$ cat config.mk
export PLATFORM = sky130hd
export DESIGN_NAME = mem_port_arbiter
export DESIGN_NICKNAME = d
export VERILOG_FILES = /design/src/rtl/mem_port_arbiter.sv
export SDC_FILE = /design/constraint.sdc
export NUM_CORES = 1
export LEC_CHECK = 0
export CAP_MARGIN = 25
export CELL_PAD_IN_SITES_DETAIL_PLACEMENT = 1
export CELL_PAD_IN_SITES_GLOBAL_PLACEMENT = 2
export CORE_MARGIN = 4
export CORE_UTILIZATION = 19
export CTS_BUF_LIST = sky130_fd_sc_hd__clkbuf_8
export CTS_CLUSTER_DIAMETER = 100
export DETAILED_ROUTE_END_ITERATION = 10
export PLACE_DENSITY_LB_ADDON = 0.05
export SETUP_SLACK_MARGIN = 0.02
export SLEW_MARGIN = 5
export SYNTH_ARGS = -nofsm -noshare
export SYNTH_HDL_FRONTEND = slang
export SYNTH_SLANG_ARGS = --single-unit
$ cat constraint.sdc
create_clock -name clk -period 4.9 [get_ports clk]
set_input_delay 0.98 -clock clk [delete_from_list [all_inputs] [get_ports clk]]
set_output_delay 0.98 -clock clk [all_outputs]
set_load 0.1 [all_outputs]
$ cat src/rtl/mem_port_arbiter.sv
// mem_port_arbiter: shares one single-port memory between fetch and load/store with a fetch starvation guard
module mem_port_arbiter #(
  parameter int ADDR_W     = 32,
  parameter int DATA_W     = 32,
  parameter int STARVE_MAX = 4
) (
  input  logic                clk,
  input  logic                rst_n,
  input  logic                i_req,
  input  logic [ADDR_W-1:0]   i_addr,
  output logic                i_gnt,
  output logic                i_rvalid,
  output logic [DATA_W-1:0]   i_rdata,
  input  logic                d_req,
  input  logic                d_we,
  input  logic [DATA_W/8-1:0] d_be,
  input  logic [ADDR_W-1:0]   d_addr,
  input  logic [DATA_W-1:0]   d_wdata,
  output logic                d_gnt,
  output logic                d_rvalid,
  output logic [DATA_W-1:0]   d_rdata,
  output logic                m_req,
  output logic                m_we,
  output logic [DATA_W/8-1:0] m_be,
  output logic [ADDR_W-1:0]   m_addr,
  output logic [DATA_W-1:0]   m_wdata,
  input  logic                m_rvalid,
  input  logic [DATA_W-1:0]   m_rdata,
  output logic                err_spur
);
  typedef enum logic [1:0] {IDLE, WAIT_I, WAIT_D} state_t;
  state_t state, state_nxt;
  logic [3:0] starve_cnt;
  logic starved;
  // pick a winner in IDLE, mirror it onto the memory port and advance the FSM
  always_comb begin
    starved = i_req && starve_cnt == 4'(STARVE_MAX);
    d_gnt = rst_n && state == IDLE && d_req && !starved;
    i_gnt = rst_n && state == IDLE && i_req && !d_gnt;
    m_req = i_gnt || d_gnt;
    m_we = d_gnt && d_we;
    m_be = d_gnt ? d_be : i_gnt ? '1 : '0;
    m_addr = d_gnt ? d_addr : i_gnt ? i_addr : '0;
    m_wdata = d_gnt ? d_wdata : '0;
    state_nxt = d_gnt ? WAIT_D : i_gnt ? WAIT_I : (state != IDLE && m_rvalid) ? IDLE : state;
  end
  // state register, response routing, starvation counter and spurious-response flag
  always_ff @(posedge clk) begin
    if (!rst_n) begin
      state <= IDLE;
      starve_cnt <= '0;
      i_rvalid <= 1'b0;
      d_rvalid <= 1'b0;
      i_rdata <= '0;
      d_rdata <= '0;
      err_spur <= 1'b0;
    end else begin
      state <= state_nxt;
      i_rvalid <= state == WAIT_I && m_rvalid;
      d_rvalid <= state == WAIT_D && m_rvalid;
      if (state == WAIT_I && m_rvalid) i_rdata <= m_rdata;
      if (state == WAIT_D && m_rvalid) d_rdata <= m_rdata;
      if (state == IDLE && m_rvalid) err_spur <= 1'b1;
      if (i_gnt || !i_req) starve_cnt <= '0;
      else if (d_gnt && starve_cnt != 4'(STARVE_MAX)) starve_cnt <= starve_cnt + 4'd1;
    end
  end
endmodule

==> flow_summary.yaml, run 1 <==
status:
  status: "completed"
worst_hold_path:
  hold_path_class: "flop to flop"
  whs_path_depth: 2
  min_from: "d_rdata[22]"
power_and_ir_drop:
  comb_power_share_pct: 44.7
  clockPowerShare_pct: 24.8
  seqPwrFrac_pct: 30.5
  ir_drop_uv: 128
  cellPowerDensity_nw_per_um2: 277
  internal_power_uw: 1210
  p_leak_uw: 0.00261
  power_switching_uw: 858
  swShare_pct: 41.4
critical_path:
  worst_path_most_repeated_cell: "buf_12"
  rrSetupSlack_ns: 2.68
  crit_path_end: "m_we"
  path_depth: 6
  r2r_start: "starve_cnt[0]"
  crit_family: "buffers and inverters"
  end_kind: "output pin"
  path_class: "input port to output pin"
  worstRegToRegCells: 7
  regToRegEndpoint: "state[0]"
  crit_chain: "clkdlybuf4s50_1, nand4bb_4, a21oi_4, buf_12, and2_1, buf_12"
  crit_required_ns: 3.92
  crit_slowest_cell: "clkdlybuf4s50_1"
  slowest_delay_ns: 0.54
  crit_buf_inv: 3
  path_max_fanout: 59
  arrival_ns: 2.87
  cp-start-kind: "input port"
  crit_path_start: "d_req"
die:
  die_area_sq_um: 21700
  die_x_um: 147
  io_pins: 277
  fp.dieH_um: 147
  placementRows: 50
  start_util_pct: 19.6
  core_sq_um: 18900
drt:
  met2_length_um: 9730
  routed-wl-met3_um: 1200
  routed_wl_um: 18500
  vias: 4242
  top_layer: "met4"
  wl_met1_um: 7160
  ant_nets: 0
  drtPass1Iterations: 4
  viasPerCell: 4.36
  wl_per_cell_um: 19.0
  drt-initial-drc-count: 162
  drc: 0
global_routing:
  grt_usage_pct: 16.5
  grt_pass1_wl_um: 28000
  grt-ovfl-total: 0
  grt_pass1_vias: 4500
  antenna_found_initial: 3
  grt_max_degree: 61
cells_and_area:
  stdcell_count: 974
  nets: 847
  final_cell_area_sq_um: 7470
  area_delta_synth_final_pct: 102
  fill_cells: 2163
  drive_gt1_share_pct: 14.1
logic_synthesis:
  ys_ff_latch: 73
  ys_top_cells_by_count: "129 x nand2_1, 73 x dfxtp_1, 64 x a21boi_0"
  synthesis.nets: 594
  synthCells: 454
  synth_area_leaders: "dfxtp_1 40%, nand2_1 13%, a21boi_0 13%, a32o_1 8.7%, and2_1 5.9%"
  ys_seq_area_share_pct: 39.5
  yosys.area.top_type: "dfxtp_1"
  synth_edf_count: 0
  ys_warn_count: 0
  syn-cell-area_sq_um: 3700
  ys_types: 28
  async_flop_share_pct: 0
  synth_top_cell_area_share_pct: 39.5
  synth-main-ff-cell: "dfxtp_1"
  syn_area_per_cell_sq_um: 8.14
  synth.most_common_cell: "nand2_1"
timing:
  min_period_ns: 3.85
  slew_viol_final: 0
  tightest_slew_ns: 1.06
  setup_tns_ns: 0
  fin_crit_sh_pct: 78.6
  slew_headroom_pct: 29.4
  finalHoldViolations: 0
  clock_skew_ns: 0.00935
  fmax_mhz: 260
  setup_violations: 0
  worst_slack_ns: 1.05
  rsz0062_at_grt: "false"
job:
  drv_cap: 0
place:
  dp_cells: 956
  place_worst_setup_slack_ns: 1.04
  dp_hpwl_um: 14300
  place_area_sq_um: 7250
  io_buffer_count: 276
  place.gp.congestion: 0.811
clocking:
  cts_max_path_buffers: 2
  insertion_delay_ns: 0.35
  cts_made_buffers: 9
  cts-resized-gates: 0
  tritoncts: "yes"
  cts_sinks: 73
  cts_setup_buffers: 0
  cts.clk_slew.worst_paths_ns: 0.07
  cts.hold.buffers_added: 0
  htree_levels: 3
  cts-root-buf: "clkbuf_8"
==> metal layers <==
metal | track usage, % | vias to the layer above
met5 | 0 | -
met4 | 4.71 | 0
met3 | 4.87 | 21
met2 | 29.7 | 130
met1 | 19.1 | 2017
li1 | - | 2074
==> cells by family (layout without fill, tap and decap cells) <==
logic type,count (synthesis),after routing,share of synthesized area [%]
simple gates,221,221,29.5
compound gates,112,112,24.7
flops,73,73,39.5
buf+inv,46,303,5.59
fa+ha+maj,2,2,0.677
other cells,0,3,0
==> power groups by stage <==
stage / Clock [uW] / Combinational [uW] / Sequential (uW)
after floorplan: 0 / 428 / 789
after global placement: 0 / 923 / 645
after detailed placement: 0 / 932 / 646
after CTS: 545 / 934 / 632
after global routing: 567 / 958 / 636
final: 512 / 925 / 632
==> through the flow <==
step                util [%]  hold WS [ns]  total power [uW]
detailed placement      38.4         0.456              1580
CTS                     39.5         0.467              2110
global placement        38.1         0.452              1570
floorplan                  -         0.487              1220
global route            39.5         0.484              2160
finish                  39.5         0.464              2070
==> worst min-delay path by stage <==
stage                          endpoint  slack [ns]
after CTS                   d_rdata[22]        0.47
final                       d_rdata[22]        0.46
after detailed placement    d_rdata[22]        0.46
after global routing        d_rdata[22]        0.48
after floorplan           starve_cnt[3]        0.49
after global placement       i_rdata[9]        0.45
==> registers in the layout (all words and copies together) (netlist names) <==
| name | cells |
|---|---|
| i_rdata | 32 |
| starve_cnt | 4 |
| d_rdata | 32 |
| d_rvalid | 1 |
| state | 2 |
| i_rvalid | 1 |
| err_spur | 1 |
==> worst min-delay path: stages (launching register included) <==
cell and delay (ns):
dfxtp_1 0.31, nand2_1 0.05, a21boi_0 0.06
==> cell type report <==
class,instances,area [sq um],share of cell area (%)
tap,260,325,4.36
multi-input combinational,335,2050,27.5
inverter,2,7.51,0.101
clock buffer,9,124,1.66
antenna,3,7.51,0.101
sequential,73,1460,19.6
timing repair buffer,286,3410,45.6
clock inverter,6,85.1,1.14
==> layout by cell type, fill, tap and decap left out, drive strengths merged, types with 2 or more instances in the layout <==
cell and n:
clkdlybuf4s50 203, dfxtp 73, nand2 129, diode 3, inv 3, ha 2, nand3 5, a21boi 64
a21oi 6, bufinv 2, clkbuf 9, and3b 3, o2bb2ai 4, buf 83, or3 32, nor2 4
clkinv 2, and2 35, nand4bb 2, o211ai 4, nor4bb 2, nand3b 3, a32o 32, nor2b 4
No activity file was read; power rests on OpenSTA's default activity.
==> inputs of run 2 (changes only) <==
- CORE_UTILIZATION: 19 -> 16
- clock period: 4.9 -> 3.3 ns (I/O delays scaled with it)
==> run 2 against run 1 <==
Effect of this change: non-clock buffer count rose by 1; cell area rose by 1.5%; first-iteration DRC count fell by 18%; count of clock-buffer cells in the layout grew 2; critical path type unchanged; largest cell class unchanged; clock skew is 0.0014 ns higher; die area grew 18%.
==> flow_summary.yaml, run 2 (same netlist as run 1, synthesis figures left out) <==
status:
  status: "completed"
timing:
  setup_violations: 0
  min_period_ns: 3.12
  clock_skew_ns: 0.0107
  tightest_slew_ns: 0.816
  rsz0062_at_grt: "false"
  worst_slack_ns: 0.176
  fmax_mhz: 320
  slew_viol_final: 0
  finalHoldViolations: 0
  fin_crit_sh_pct: 94.7
  setup_tns_ns: 0
  slew_headroom_pct: 44.9
die:
  die_area_sq_um: 25600
  start_util_pct: 16.3
  die_x_um: 160
  core_sq_um: 22700
  fp.dieH_um: 160
  io_pins: 277
  placementRows: 55
worst_hold_path:
  hold_path_class: "flop to flop"
  min_from: "d_rdata[16]"
power_and_ir_drop:
  power_switching_uw: 1290
  cellPowerDensity_nw_per_um2: 429
  internal_power_uw: 1960
  comb_power_share_pct: 43.7
  clockPowerShare_pct: 27.4
  swShare_pct: 39.6
  seqPwrFrac_pct: 28.9
  ir_drop_uv: 235
  p_leak_uw: 0.00282
drt:
  routed_wl_um: 19100
  drt-initial-drc-count: 133
  ant_nets: 0
  drtPass1Iterations: 4
  drc: 0
  wl_per_cell_um: 19.1
  viasPerCell: 4.25
  vias: 4250
clocking:
  tritoncts: "yes"
  cts_made_buffers: 9
  cts-root-buf: "clkbuf_8"
  htree_levels: 3
  cts.clk_slew.worst_paths_ns: 0.08
  cts_sinks: 73
  cts_max_path_buffers: 2
  insertion_delay_ns: 0.35
critical_path:
  crit_slowest_cell: "clkdlybuf4s50_1"
  crit_buf_inv: 3
  worst_path_most_repeated_cell: "buf_12"
  crit_required_ns: 2.64
  slowest_delay_ns: 0.52
  crit_chain: "clkdlybuf4s50_1, nand4bb_4, buf_12, or3_1, a32o_1, buf_12"
  crit_path_start: "d_req"
  cp-start-kind: "input port"
  crit_family: "buffers and inverters"
  end_kind: "output pin"
  arrival_ns: 2.46
  path_max_fanout: 33
  path_class: "input port to output pin"
  r2r_start: "starve_cnt[0]"
global_routing:
  grt-ovfl-total: 0
  grt_usage_pct: 14.4
  grt_pass1_wl_um: 28900
  grt_max_degree: 72
  grt_pass1_vias: 4497
  antenna_found_initial: 3
place:
  place.gp.congestion: 0.813
  place_worst_setup_slack_ns: 0.179
  io_buffer_count: 276
  place_area_sq_um: 7330
  dp_hpwl_um: 14900
cells_and_area:
  final_common_cell: "clkdlybuf4s50_1"
  final_cell_mix: "136 x clkdlybuf4s50_1, 129 x nand2_1, 76 x buf_12"
  final_cell_area_sq_um: 7580
  area_delta_synth_final_pct: 105
  drive_gt1_share_pct: 24.6
  nets: 848
  reg_top3: "d_rdata: 32 flops, i_rdata: 32 flops, starve_cnt: 4 flops"
job:
  drv_cap: 0
[run 2: path summary, 6_finish.rpt]
| path | slack (ns) | end | depth (start not counted) |
|---|---|---|---|
| worst min-delay path | 0.47 | d_rdata[16] | 2 |
| worst min register to register | 0.47 | d_rdata[16] | 2 |
| worst max-delay path | 0.18 | m_addr[10] | 6 |
| worst max register to register | 1.55 | starve_cnt[3] | 5 |
[run 2: through the flow]
step	util [%]	hold slack (ns)	std cells	power, uW
2_1_floorplan	-	0.487	454	1810
3_3_place_gp	32.3	0.453	982	2390
3_5_place_dp	32.3	0.460	982	2400
4_1_cts	33.4	0.471	997	3320
5_1_grt	33.4	0.492	999	3390
6_report	33.4	0.466	999	3250
[run 2: repair_timing]
| item | 4_1_cts | 5_1_grt |
|---|---|---|
| hold buffers | 0 | 0 |
| gates resized for setup | 0 | 1 |
| endpoints found under the setup margin | 0 | 5 |
| setup buffers | 0 | 0 |
[run 2: worst register-to-register path, stage by stage, from the launching register on]
cell	delay, ns
dfxtp_1	0.39
inv_1	0.08
ha_1	0.21
and3b_2	0.33
or4_1	0.51
a31oi_1	0.16
[run 2: layout make-up]
| cell class | count | area (sq um) |
|---|---|---|
| fill | 2586 | 15100 |
| antenna | 2 | 5.00 |
| multi-input combinational | 335 | 2060 |
| inverter | 2 | 7.51 |
| tap | 285 | 357 |
| sequential | 73 | 1460 |
| clock buffer | 11 | 151 |
| clock inverter | 4 | 98.8 |
| timing repair buffer | 287 | 3440 |
[run 2: power groups by stage]
stage / combinational [uW] / clock [uW] / sequential [uW]
6_report: 1420 / 890 / 938
3_3_place_gp: 1430 / 0 / 959
4_1_cts: 1440 / 943 / 939
5_1_grt: 1470 / 970 / 944
2_1_floorplan: 635 / 0 / 1170
3_5_place_dp: 1440 / 0 / 959
[run 2: routing by layer]
layer,global-route usage [%],vias up,part of all wire [%]
li1,-,2081,-
met1,15.2,2025,37
met2,27.8,129,56
met3,4.93,13,6.5
met4,2.85,2,1.1
met5,0,-,0.058
